File: config.mk
export PLATFORM = sky130hd
export DESIGN_NAME = mul_div_unit
export DESIGN_NICKNAME = d
export VERILOG_FILES = /design/src/rtl/mul_div_unit.sv
export SDC_FILE = /design/constraint.sdc
export NUM_CORES = 1
export LEC_CHECK = 0
export CORE_ASPECT_RATIO = 1.25
export CORE_MARGIN = 4
export CORE_UTILIZATION = 55
export DETAILED_ROUTE_END_ITERATION = 6
export PLACE_DENSITY = 0.78
export SLEW_MARGIN = 5
export SYNTH_ARGS = -nofsm -noshare
export SYNTH_HDL_FRONTEND = slang
export SYNTH_SLANG_ARGS = --single-unit
File: constraint.sdc
create_clock -name clk -period 9.6 [get_ports clk]
set_input_delay 2.88 -clock clk [delete_from_list [all_inputs] [get_ports clk]]
set_output_delay 2.88 -clock clk [all_outputs]
set_load 0.01 [all_outputs]
File: src/rtl/mul_div_unit.sv
// mul_div_unit
//   Iterative multiply/divide unit that sits in the EX stage next to the ALU.
//   It executes MULTU/MULT/DIVU/DIV into the HI/LO registers and accepts
//   MTHI/MTLO writes. An operation takes a fixed number of cycles. The unit
//   raises busy for the hazard unit while an operation is in flight.
//
// Ports
//   clk       in   1      clock, rising edge
//   rst       in   1      asynchronous active-high reset
//   start     in   1      launch op on src_a/src_b (only sampled while idle)
//   op        in   2      00 MULTU, 01 MULT, 10 DIVU, 11 DIV
//   src_a     in   WIDTH  multiplicand / dividend
//   src_b     in   WIDTH  multiplier / divisor
//   hi_we     in   1      MTHI write strobe (only honoured while idle)
//   lo_we     in   1      MTLO write strobe (only honoured while idle)
//   wdata     in   WIDTH  data for MTHI/MTLO
//   busy      out  1      operation in flight
//   done      out  1      one-cycle pulse, HI/LO hold the new result
//   div_zero  out  1      sticky: last divide had a zero divisor
//   hi        out  WIDTH  product high half / remainder
//   lo        out  WIDTH  product low half / quotient

module mul_div_unit #(
  parameter int WIDTH = 32
) (
  input  logic             clk,
  input  logic             rst,
  input  logic             start,
  input  logic [1:0]       op,
  input  logic [WIDTH-1:0] src_a,
  input  logic [WIDTH-1:0] src_b,
  input  logic             hi_we,
  input  logic             lo_we,
  input  logic [WIDTH-1:0] wdata,
  output logic             busy,
  output logic             done,
  output logic             div_zero,
  output logic [WIDTH-1:0] hi,
  output logic [WIDTH-1:0] lo
);

  localparam int CW = (WIDTH > 1) ? $clog2(WIDTH) : 1;
  localparam logic [CW-1:0] LAST_ITER = CW'(WIDTH - 1);

  typedef enum logic [1:0] {IDLE, MUL, DIV, FIN} state_t;

  state_t             state_q, state_d;
  logic [CW-1:0]      cnt_q, cnt_d;
  // MUL: {partial product high, multiplier shifting out}.
  // DIV: low half holds the dividend shifting out / quotient shifting in.
  logic [2*WIDTH-1:0] acc_q, acc_d;
  logic [WIDTH:0]     rem_q, rem_d;
  logic [WIDTH-1:0]   b_q, b_d;
  logic               neg_q, neg_d;
  logic               rem_neg_q, rem_neg_d;
  logic               is_div_q, is_div_d;
  logic               b_zero_q, b_zero_d;
  logic [WIDTH-1:0]   hi_q, hi_d;
  logic [WIDTH-1:0]   lo_q, lo_d;
  logic               busy_q, busy_d;
  logic               done_q, done_d;
  logic               div_zero_q, div_zero_d;

  logic               sign_a, sign_b;
  logic [WIDTH-1:0]   a_mag, b_mag;
  logic [WIDTH:0]     mul_sum;
  logic [WIDTH:0]     div_shift, div_trial;
  logic [2*WIDTH-1:0] prod_signed;
  logic [WIDTH-1:0]   quo_signed, rem_signed;

  // Operand magnitudes and signs; unsigned ops treat both operands as positive.
  always_comb begin
    sign_a = op[0] & src_a[WIDTH-1];
    sign_b = op[0] & src_b[WIDTH-1];
    a_mag  = sign_a ? -src_a : src_a;
    b_mag  = sign_b ? -src_b : src_b;
  end

  // One iteration of each datapath. The multiply adds with a carry bit so
  // the shifted-in top bit is never lost. The divide keeps a WIDTH+1-bit trial
  // remainder whose top bit is the borrow that decides the quotient bit.
  always_comb begin
    mul_sum   = {1'b0, acc_q[2*WIDTH-1:WIDTH]} + (acc_q[0] ? {1'b0, b_q} : '0);
    div_shift = {rem_q[WIDTH-1:0], acc_q[WIDTH-1]};
    div_trial = div_shift - {1'b0, b_q};
  end

  // Sign correction applied at FIN. For a zero divisor the remainder path
  // still yields |A|, so restoring the dividend sign gives back the original A.
  always_comb begin
    prod_signed = neg_q ? -acc_q : acc_q;
    quo_signed  = neg_q ? -acc_q[WIDTH-1:0] : acc_q[WIDTH-1:0];
    rem_signed  = rem_neg_q ? -rem_q[WIDTH-1:0] : rem_q[WIDTH-1:0];
  end

  // Next-state logic for the FSM and all datapath registers.
  always_comb begin
    state_d    = state_q;
    cnt_d      = cnt_q;
    acc_d      = acc_q;
    rem_d      = rem_q;
    b_d        = b_q;
    neg_d      = neg_q;
    rem_neg_d  = rem_neg_q;
    is_div_d   = is_div_q;
    b_zero_d   = b_zero_q;
    hi_d       = hi_q;
    lo_d       = lo_q;
    busy_d     = busy_q;
    done_d     = 1'b0;
    div_zero_d = div_zero_q;

    case (state_q)
      IDLE: begin
        if (hi_we) hi_d = wdata;
        if (lo_we) lo_d = wdata;
        if (start) begin
          acc_d     = {{WIDTH{1'b0}}, a_mag};
          rem_d     = '0;
          b_d       = b_mag;
          cnt_d     = '0;
          neg_d     = sign_a ^ sign_b;
          rem_neg_d = sign_a;
          is_div_d  = op[1];
          b_zero_d  = (src_b == '0);
          state_d   = op[1] ? DIV : MUL;
          busy_d    = 1'b1;
        end
      end
      MUL: begin
        acc_d = {mul_sum, acc_q[WIDTH-1:1]};
        cnt_d = cnt_q + CW'(1);
        if (cnt_q == LAST_ITER) state_d = FIN;
      end
      DIV: begin
        rem_d = div_trial[WIDTH] ? div_shift : div_trial;
        acc_d = {acc_q[2*WIDTH-1:WIDTH], acc_q[WIDTH-2:0], ~div_trial[WIDTH]};
        cnt_d = cnt_q + CW'(1);
        if (cnt_q == LAST_ITER) state_d = FIN;
      end
      FIN: begin
        if (is_div_q) begin
          lo_d       = b_zero_q ? '1 : quo_signed;
          hi_d       = rem_signed;
          div_zero_d = b_zero_q;
        end else begin
          {hi_d, lo_d} = prod_signed;
        end
        done_d  = 1'b1;
        busy_d  = 1'b0;
        state_d = IDLE;
      end
      default: state_d = IDLE;
    endcase
  end

  // State registers; reset aborts any operation in flight.
  always_ff @(posedge clk or posedge rst) begin
    if (rst) begin
      state_q    <= IDLE;
      cnt_q      <= '0;
      acc_q      <= '0;
      rem_q      <= '0;
      b_q        <= '0;
      neg_q      <= 1'b0;
      rem_neg_q  <= 1'b0;
      is_div_q   <= 1'b0;
      b_zero_q   <= 1'b0;
      hi_q       <= '0;
      lo_q       <= '0;
      busy_q     <= 1'b0;
      done_q     <= 1'b0;
      div_zero_q <= 1'b0;
    end else begin
      state_q    <= state_d;
      cnt_q      <= cnt_d;
      acc_q      <= acc_d;
      rem_q      <= rem_d;
      b_q        <= b_d;
      neg_q      <= neg_d;
      rem_neg_q  <= rem_neg_d;
      is_div_q   <= is_div_d;
      b_zero_q   <= b_zero_d;
      hi_q       <= hi_d;
      lo_q       <= lo_d;
      busy_q     <= busy_d;
      done_q     <= done_d;
      div_zero_q <= div_zero_d;
    end
  end

  assign busy     = busy_q;
  assign done     = done_q;
  assign div_zero = div_zero_q;
  assign hi       = hi_q;
  assign lo       = lo_q;

endmodule
---- Word-level counts from Yosys, hierarchy flattened ----
Cells that the tools add are included.
storage, ports and cells
  register bits after elaboration ......... 206
  bits of input ports ..................... 103
  word-level logic and storage cells ...... 81
operators by class
  add/subtract/negate cells ............... 8
  equal/unequal tests ..................... 8
  muxes and demuxes ....................... 27
  bitwise gates (word level) .............. 5
  reductions and logical operators ........ 18
operators with widths
  operator               count
  $mux W32               12
  $pmux W32 S2           3
  $pmux W64 S3           1
  $mux W64               2
  $neg A32 Y32           4
  $neg A64 Y64           1
  $add A32 B32 Y33       1
  $sub A33 B32 Y33       1
  $logic_not A32 Y1      1
  $reduce_and A2 Y1      9
  $pmux W5 S2            1
  $reduce_bool A2 Y1     4
  $mux W2                3
  $ne A2 B2 Y1 const B   3
  $pmux W2 S3            1
  $add A5 B1 Y5 const B  1
  $eq A5 B5 Y1 const B   1
  $mux W5                1
  $eq A2 B2 Y1 const B   2
  $reduce_and A3 Y1      1
  $reduce_bool A3 Y1     1
  $and A1 B1 Y1          2
  $eq A2 B1 Y1 const B   1
  $logic_not A2 Y1       1
  6 further kinds        8

---- Depth between registers and ports, before layout ----
Gate-level depths: netlist (run 1).
  depth in word-level cells ............... 5
  gate-level depth with buffers ........... 15
  gate-level depth less buffers ........... 13

---- Worst setup path after synthesis (run 1) ----
No wires, ideal clock.
  path type ............................... in2reg
  start point ............................. in src_a[3]
  end point ............................... reg acc_q[29]
  library setup time ...................... 0.138 ns
  arrival time ............................ 4.995 ns
  setup slack ............................. 4.467 ns
  cell stages on the path ................. 8
  path buffers ............................ 0
  path through ............................ nor4_1 nand3_1 nor4_1 nand3_1 or2_2 o31ai_1 xor2_1 o22ai_1
between the ends
  cells in the longest elaborated chain, start to end .. 4
ends and longest elaborated chain
  item                  RTL line  source
  from (decl)           30        input logic [WIDTH-1:0] src_a,
  $neg A32 Y32          75        a_mag = sign_a ? -src_a : src_a;
  $mux W32              75
  $mux W64              117       if (start) begin
  $pmux W64 S3          113       case (state_q)
  to (signal assigned)  162       acc_q <= '0;
  to (signal assigned)  177       acc_q <= acc_d;
  to (decl)             51        logic [2*WIDTH-1:0] acc_q, acc_d;
No other way between the ends. The select of a mux whose other input is x is not followed.
A chain may end at the register's enable or synchronous reset.

---- Final worst setup path (run 1) ----
Ends and elaborated chain as after synthesis.

==> results of run 1 <==
-- kinds of logic after synthesis --
group | Yosys count
xor gates and xnor gates | 201
DFF | 206
buffers and inverters | 182
muxes | 35
AOI/OAI and AO/OA | 622
and+or+nand+nor | 631
adders and majority gates | 76
-- final cells by class --
cell class / instances / area share, %
clock buffer: 32 / 3.490
clock inverter: 9 / 0.4098
inverter: 69 / 1.455
multi-input combinational: 1565 / 54.23
sequential: 206 / 28.14
tap: 355 / 2.424
timing repair buffer: 184 / 9.848
-- layer usage --
metal  vias up  track usage (%)
li1       7212                -
met1      7170            36.13
met2       647            53.29
met3       133            3.799
met4         0            14.66
met5         -                0
-- synth_stat cells, types with 9 or more instances --
master	instances	area, sq um
nor4_1	15	93.84
o21a_1	11	82.58
nand2b_1	35	219.0
nor2b_1	12	75.07
nand4_1	10	62.56
nand3_1	25	125.1
a221oi_1	16	140.1
clkbuf_1	93	349.1
a31oi_1	29	181.4
nor2_1	172	645.6
a21oi_1	141	705.7
ha_1	74	925.9
a211oi_1	13	97.59
a222oi_1	17	170.2
xnor2_1	110	963.4
nor3_1	28	140.1
o211ai_1	13	97.59
and3_1	9	56.30
a21o_1	26	195.2
nand2_1	246	923.4
and2_1	13	81.33
o41ai_1	19	166.4
buf_1	11	41.29
or3_1	18	112.6
o22ai_1	19	118.9
xor2_1	91	797.0
o21ai_1	9	45.04
inv_1	69	259.0
dfrtp_1	206	5155
o31ai_1	42	315.3
or4_1	14	105.1
o21ai_0	206	1031
mux2i_1	33	330.3
-- final timing paths --
path,from,endpoint,slack [ns],depth (start not counted)
hold / removal,b_q[17]$_DFFE_PP0P_,b_q[17]$_DFFE_PP0P_,0.48,2
setup / recovery,src_a[3],acc_q[29]$_DFFE_PP0P_,3.86,9
min in group asynchronous,rst,hi[5]$_DFFE_PP0P_,2.94,2
hold reg to reg,b_q[17]$_DFFE_PP0P_,b_q[17]$_DFFE_PP0P_,0.48,2
setup reg to reg,acc_q[31]$_DFFE_PP0P_,rem_q[31]$_DFFE_PP0P_,4.89,14
max in group asynchronous,rst,neg_q$_DFFE_PP0P_,5.01,3
-- registers in the layout, summed over array words and instances, names as in the netlist --
register   flops
busy           1
is_div_q       1
cnt_q          5
state_q        2
hi            32
done           1
rem_q         32
div_zero       1
b_q           32
lo            32
b_zero_q       1
neg_q          1
rem_neg_q      1
acc_q         64
-- power by group through the flow --
stage | combinational [mW] | clock, mW | sequential, mW
final | 4.18 | 0.867 | 1.73
after global routing | 4.60 | 0.914 | 1.77
after CTS | 4.14 | 0.875 | 1.71
after detailed placement | 4.13 | 0 | 1.73
after floorplan | 3.00 | 0 | 1.59
after global placement | 4.03 | 0 | 1.71
-- worst max-delay path, stage by stage --
cell and delay, ns:
clkdlybuf4s50_1 0.47, nor4_1 0.62, nand3_1 0.28, nor4_1 0.65
nand3_1 0.25, or2_2 0.39, o31ai_1 0.27, xor2_1 0.19
o22ai_1 0.10
==> impl_metrics.tcl, run 1 <==
set metrics [dict create \
    htree_levels 1 \
    dp.cells 2379 \
    timing.fmax_ghz 0.1743 \
    gr-total-overflow 0 \
    p_leak_nw 7.746 \
    finClkSkew_ns 0.01128 \
    pre_cts_ws_ns 3.392 \
    worstPathRequired_ns 9.98 \
    io_pins 170 \
    fin_crit_sh_pct 59.76 \
    dpl_cell_area_sq_um 17610 \
    muxShareOfSynthArea_pct 2.237 \
    multi_input_area_sq_um 9936 \
    ys_seq_area_share_pct 32.69 \
    fin_area_sq_um 18320 \
    synth-simple-area-share_pct 18.64 \
    fillCellCount 2476 \
    rsz0062_at_grt "no" \
    grt_usage_pct 29.98 \
    syn_nets 2132 \
    worstPathMaxFanout 5 \
    top_layer "met4" \
    dieArea_sq_um 31460 \
    cts_inserted_buffers 23 \
    fp-row-count 69 \
    die_h_um 197.3 \
    clk_latency_ns 0.52 \
    outcome "complete, no violations" \
    crit_type "in2reg" \
    first_pass_iters 7 \
    final_common_cell "nand2_1" \
    maxCapViolCount 0 \
    hold_viol 0 \
    finalNetCount 2228 \
    cp-start-kind "input pin" \
    post_drt_wl_per_cell_um 20.10 \
    hold_buffers 0 \
    post_cts_buffers 0 \
    combPwrFrac_pct 61.7 \
    hold_class "reg2reg" \
    syn_area_sq_um 15770 \
    antenna_found_initial 0 \
    areaGrowthSynthToFinish_pct 16.18 \
    ys_types 70 \
    power_density_nw_per_um2 369.7 \
    internal-power_mw 3.457 \
    worst_setup_path_end_kind "register" \
    cts_root_buf "clkbuf_16" \
    worst_pin_slew_ns 1.180 \
    coreArea_sq_um 28320 \
    port_buffers 169 \
    p_clk_share_pct 12.8 \
    wl_met3_mm 3.264 \
    most-common-layout-cells "245 x nand2_1, 206 x o21ai_0, 205 x dfrtp_1" \
    slew_viol_final 0 \
    grt_pass1_wl_mm 77.33 \
    utilization_pct 64.70 \
    path_clk_slew_ns 0.06 \
    clkSinkCount 206 \
    drt-total-wl_mm 48.64 \
    vdd_drop_max_mv 0.1763 \
    slew_headroom_pct 21.31 \
    power_mw 6.774 \
    setup_viol 0 \
    gp_congestion 0.9546 \
    grt_max_degree 136 \
    synth_edf_count 0 \
    synth_cells 1953 \
    antenna_left 0 \
    p_sw_mw 3.316 \
    cts_buffer_depth 3 \
    ys.flop_type "dfrtp_1" \
    route.met2.wl_mm 23.82 \
    initial_core_util_pct 55.69 \
    swShare_pct 48.96 \
    layout_setup_ws_ns 3.863 \
    met1Wirelength_mm 18.97 \
    yosysWarnings 0 \
    num_vias 15160 \
    vias_per_cell 6.265 \
    cts_tree "yes" \
    cts.repair.resized 0 \
    n_antenna_cell 0 \
    regArea_sq_um 5156 \
    synth_compound_area_share_pct 24.66 \
    grt_pass1_vias 14610 \
    synthArstFlopShare_pct 100.0 \
    die_width_um 159.5 \
    dp_hpwl_mm 37.54 \
    seqPwrFrac_pct 25.5 \
    synth.avg_cell_area_sq_um 8.075 \
    drtIter0Drc 1265 \
    synth_top_family_by_area "compound AO/OA/AOI/OAI gates" \
    ys_ff_latch 206 \
    period_needed_ns 5.737 \
    final_cell_count_no_fill 2420 \
    setup_tns_ns 0 \
    synth_xor_area_share_pct 11.16 \
    whs_ns 0.4799 \
    cp_data_arrival_time_ns 6.11 \
    final_layout_size_suffix_gt1_share_pct 3.826 \
    synth-adder-area-share_pct 6.125 \
    route.detailed.drc 0 \
]
No activity file was read; power rests on OpenSTA's default activity.
==> run 2, diff against run 1 <==
Clock period 9.6 ns to 5.8 ns, I/O delays scaled along.
==> run 2 against run 1 <==
Effect of this change:
- first-iteration DRC count down 3.0%
- non-clock buffer count up 4
- critical endpoint is now rem_q[12]$_DFFE_PP0P_
- sequential power rose by 66%
- clock skew fell by 0.0031 ns
- flip-flop and latch count unchanged
- combinational power is 67% higher
- wire length rose by 2.2%
==> impl_metrics.tcl, run 2 (same netlist as run 1, synthesis figures left out) <==
set metrics [dict create \
    outcome "complete, no violations" \
    crit_type "reg2reg" \
    crit_path_frequent_cell "o21ai_0" \
    power_density_nw_per_um2 616.9 \
    worstPathMaxFanout 28 \
    io_pins 170 \
    htree_levels 1 \
    drt-total-wl_mm 49.69 \
    setup_viol 0 \
    final_common_cell "nand2_1" \
    power_mw 11.37 \
    cts_inserted_buffers 23 \
    regMostFlops "acc_q" \
    multi_input_area_sq_um 9936 \
    first_pass_iters 6 \
    crit_slowest_cell "o21ai_0" \
    maxCapViolCount 0 \
    regArea_sq_um 5156 \
    whs_ns 0.4764 \
    clk_latency_ns 0.52 \
    dp_hpwl_mm 38.20 \
    initial_core_util_pct 55.69 \
    die_h_um 197.3 \
    port_buffers 169 \
    die_width_um 159.5 \
    cts_root_buf "clkbuf_16" \
    worst_setup_path_end_kind "register" \
    worstPathRequired_ns 6.16 \
    seqPwrFrac_pct 25.3 \
    vias_per_cell 6.321 \
    path_buf_inv 3 \
    cts_buffer_depth 3 \
    gp_congestion 0.9556 \
    slew_headroom_pct 20.28 \
    antenna_found_initial 0 \
    grt_pass1_vias 14750 \
    antenna_left 0 \
    drtIter0Drc 1227 \
    post_cts_buffers 0 \
    hold_class "reg2reg" \
    max_stage_delay_ns 0.51 \
    largest_reg_flops 64 \
    clkSinkCount 206 \
    timing.fmax_ghz 0.2248 \
    swShare_pct 48.92 \
    period_needed_ns 4.448 \
    n_antenna_cell 0 \
    finalNetCount 2232 \
    rsz0062_at_grt "no" \
    grt_max_degree 107 \
    fillCellCount 2468 \
    hold_buffers 0 \
    grt_pass1_wl_mm 78.35 \
    combPwrFrac_pct 61.4 \
    fin_crit_sh_pct 76.68 \
    setup_tns_ns 0 \
    path_clk_slew_ns 0.06 \
    utilization_pct 65.09 \
    cts.repair.resized 0 \
    slew_viol_final 0 \
    grt_usage_pct 30.36 \
    finClkSkew_ns 0.008229 \
    cp_data_arrival_time_ns 4.80 \
    coreArea_sq_um 28320 \
    internal-power_mw 5.809 \
    p_sw_mw 5.562 \
    dieArea_sq_um 31460 \
    p_leak_nw 7.801 \
    path_cells "buf_4 -> inv_1 -> ha_1 -> fa_1 -> nand2b_1 -> a21oi_1 -> o21ai_0 -> o21ai_0 -> o31ai_1 -> o21ai_0 -> a21oi_1 -> xnor2_2 -> buf_4 -> mux2i_1 -> o21ai_0" \
    post_drt_wl_per_cell_um 20.50 \
    p_clk_share_pct 13.3 \
    cp-start-kind "register" \
    num_vias 15320 \
    route.detailed.drc 0 \
    fp-row-count 69 \
    worst_pin_slew_ns 1.196 \
    most-common-layout-cells "245 x nand2_1, 206 x o21ai_0, 205 x dfrtp_1" \
    layout_setup_ws_ns 1.352 \
    hold_viol 0 \
    vdd_drop_max_mv 0.2467 \
    cts_tree "yes" \
    final_layout_size_suffix_gt1_share_pct 4.205 \
    areaGrowthSynthToFinish_pct 16.88 \
    gr-total-overflow 0 \
    cp_top_family "compound AO/OA/AOI/OAI gates" \
    pre_cts_ws_ns 1.042 \
]
[run 2: cell types whose count changed in the layout (fill, tap and decap cells not counted)]
cell and change:
buf_4 +2, clkbuf_1 -4, clkinv_2 -1, inv_6 +1
buf_12 +2, clkinvlp_4 +1, bufinv_16 +1, inv_8 -1
clkbuf_8 +3
[run 2: layout make-up]
cell class,count,share of cell area (%)
Tap cell,355,2.410
Clock inverter,10,0.5905
Sequential cell,206,27.97
Multi-Input combinational cell,1565,53.90
Timing Repair Buffer,188,10.09
Clock buffer,31,3.611
Inverter,69,1.425
[run 2: path summary, 6_finish.rpt]
path	endpoint	slack (ns)	cells after the start	startpoint
setup / recovery	rem_q[12]$_DFFE_PP0P_	1.35	15	acc_q[31]$_DFFE_PP0P_
hold / removal	b_q[17]$_DFFE_PP0P_	0.48	2	b_q[17]$_DFFE_PP0P_
min in group asynchronous	hi[13]$_DFFE_PP0P_	1.48	2	rst
max in group asynchronous	neg_q$_DFFE_PP0P_	3.47	3	rst
hold reg to reg	b_q[17]$_DFFE_PP0P_	0.48	2	b_q[17]$_DFFE_PP0P_
setup reg to reg	rem_q[12]$_DFFE_PP0P_	1.35	15	acc_q[31]$_DFFE_PP0P_
[run 2: worst reg2reg max path, cell delays in order (launching register included)]
cell and delay (ns):
dfrtp_1 0.33, buf_4 0.16, inv_1 0.12, ha_1 0.25, fa_1 0.40, nand2b_1 0.18, a21oi_1 0.22, o21ai_0 0.22
o21ai_0 0.51, o31ai_1 0.25, o21ai_0 0.25, a21oi_1 0.13, xnor2_2 0.41, buf_4 0.49, mux2i_1 0.26, o21ai_0 0.10
[run 2: per-layer routing]
layer / routed length (um) / track usage (%) / vias up
li1: - / - / 7209
met1: 19330 / 36.24 / 7351
met2: 24790 / 55.19 / 635
met3: 3286 / 3.674 / 127
met4: 2287 / 13.41 / 0
met5: 0 / 0 / -
[run 2: power groups by stage]
stage          Clock (mW)  Sequential [mW]  Combinational, mW
6_report             1.51             2.87               6.98
2_1_floorplan           0             2.64               4.97
3_3_place_gp            0             2.84               6.70
5_1_grt              1.59             2.95               7.64
3_5_place_dp            0             2.87               6.89
4_1_cts              1.52             2.85               6.92
[run 2: per-stage QoR]
step,cells,cell area (sq um)
floorplan,1953,15770
global placement,2383,17660
detailed placement,2383,17660
CTS,2424,18430
global route,2424,18430
finish,2424,18430
==> run 3, diff against run 2 <==
Settings changed: CORE_UTILIZATION 55 to 53, PLACE_DENSITY 0.78 to 0.79.
Clock period 5.8 ns to 3.94 ns, I/O delays scaled along.
==> run 3 against run 2 <==
Effect of this change:
- critical path type unchanged
- setup slack worse by 1.3 ns
- utilization up 0.37 points
- register-to-register slack worse by 1.3 ns
- via count up 3.3%
- critical path depth down 4
- clock skew up 0.0063 ns
- clock power up 60%
- largest cell class unchanged
- combinational power up 60%
- flip-flop and latch count unchanged
- the run now ends with DRC left
- hold slack better by 0.00071 ns
==> impl_metrics.tcl, run 3 (same netlist as run 1, synthesis figures left out) <==
set metrics [dict create \
    outcome "finished with violations" \
    violations "DRC" \
    grt_pass1_wl_mm 82.23 \
    post_drt_wl_per_cell_um 20.53 \
    power_density_nw_per_um2 920.3 \
    hold_buffers 0 \
    drt-total-wl_mm 52.27 \
    multi_input_area_sq_um 9955 \
    grt_usage_pct 30.80 \
    layout_setup_ws_ns 0.08543 \
    worst_setup_path_end_kind "register" \
    largest_reg_flops 64 \
    hold_class "reg2reg" \
    utilization_pct 65.46 \
    cp-start-kind "register" \
    setup_tns_ns 0 \
    pre_cts_ws_ns -0.1002 \
    io_pins 170 \
    slew_viol_final 0 \
    antenna_found_initial 0 \
    cts_tree "yes" \
    final_common_cell "nand2_1" \
    coreArea_sq_um 29340 \
    maxCapViolCount 0 \
    worst_pin_slew_ns 0.9477 \
    cts.repair.resized 0 \
    clk_latency_ns 0.53 \
    whs_ns 0.4771 \
    n_antenna_cell 0 \
    clkSinkCount 206 \
    route.detailed.drc 4 \
    cts_buffer_depth 3 \
    r2r-start "acc_q[6]$_DFFE_PP0P_" \
    areaGrowthSynthToFinish_pct 21.79 \
    fin_crit_sh_pct 97.83 \
    die_width_um 162.3 \
    worstPathMaxFanout 7 \
    crit_path_start "acc_q[6]$_DFFE_PP0P_" \
    cts_root_buf "clkbuf_16" \
    rsz0062_at_grt "no" \
    dp_hpwl_mm 40.64 \
    fillCellCount 2493 \
    setup_viol 0 \
    regArea_sq_um 5156 \
    cts_inserted_buffers 23 \
    grt_pass1_vias 15250 \
    antenna_left 0 \
    finalNetCount 2312 \
    regMostFlops "acc_q" \
    path_clk_slew_ns 0.07 \
    first_pass_iters 7 \
    post_cts_buffers 0 \
    timing.fmax_ghz 0.2594 \
    most-common-layout-cells "245 x nand2_1, 206 x o21ai_0, 205 x dfrtp_1" \
    hold_viol 0 \
    dieArea_sq_um 32600 \
    crit_type "reg2reg" \
    finClkSkew_ns 0.01449 \
    worstPathRequired_ns 4.33 \
    vdd_drop_max_mv 0.4075 \
    p_leak_nw 8.231 \
    htree_levels 1 \
    min_from "b_q[19]$_DFFE_PP0P_" \
    slew_headroom_pct 36.40 \
    gp_congestion 0.9960 \
    die_h_um 200.9 \
    gr-total-overflow 0 \
    grt_max_degree 102 \
    drtIter0Drc 1533 \
    initial_core_util_pct 53.75 \
    fp-row-count 70 \
    cp_data_arrival_time_ns 4.24 \
    period_needed_ns 3.855 \
    vias_per_cell 6.216 \
    final_layout_size_suffix_gt1_share_pct 8.000 \
    port_buffers 169 \
    num_vias 15830 \
]
[run 3: cell type report]
| class | instances | share of cell area, % |
|---|---|---|
| Timing Repair Buffer | 268 | 13.00 |
| Clock inverter | 12 | 0.9315 |
| Tap cell | 396 | 2.580 |
| Sequential cell | 206 | 26.85 |
| Clock buffer | 30 | 3.446 |
| Multi-Input combinational cell | 1565 | 51.83 |
| Inverter | 69 | 1.368 |
[run 3: worst paths after layout]
check,to,slack (ns),cells after the start
max,hi[25]$_DFFE_PP0P_,0.09,11
min,b_q[19]$_DFFE_PP0P_,0.48,2
max in group asynchronous,acc_q[58]$_DFFE_PP0P_,2.20,3
min in group asynchronous,hi[0]$_DFFE_PP0P_,1.14,3
min reg2reg,b_q[19]$_DFFE_PP0P_,0.48,2
max reg2reg,hi[25]$_DFFE_PP0P_,0.09,11
[run 3: routing by layer]
metal / track usage [%] / vias to the layer above / part of all wire, %
li1: - / 7389 / -
met1: 38.29 / 7587 / 39
met2: 53.69 / 703 / 48
met3: 3.491 / 148 / 7.1
met4: 13.51 / 0 / 5.0
met5: 0 / - / 0
[run 3: power by group]
part,leakage (nW),internal [mW],switching (mW)
registers,2.56,3.05,1.06
logic,5.26,4.67,6.49
clock network,0.406,1.45,0.956
[run 3: per-stage QoR]
step,cells,total power [mW],instance area (sq um)
floorplan,1953,11.20,15770
global placement,2504,14.78,18350
detailed placement,2504,15.06,18350
CTS,2546,17.50,19190
global route,2546,18.88,19210
finish,2546,17.68,19210
[run 3: worst max-delay path: stages, from the launching register on]
cell and delay, ns:
dfrtp_1 0.45, or4_4 0.55, or3_4 0.38, or4b_1 0.55
buf_4 0.20, or3_1 0.50, nor3_1 0.23, a31oi_1 0.06
o2111ai_1 0.13, a21boi_0 0.38, buf_4 0.19, o221ai_1 0.10
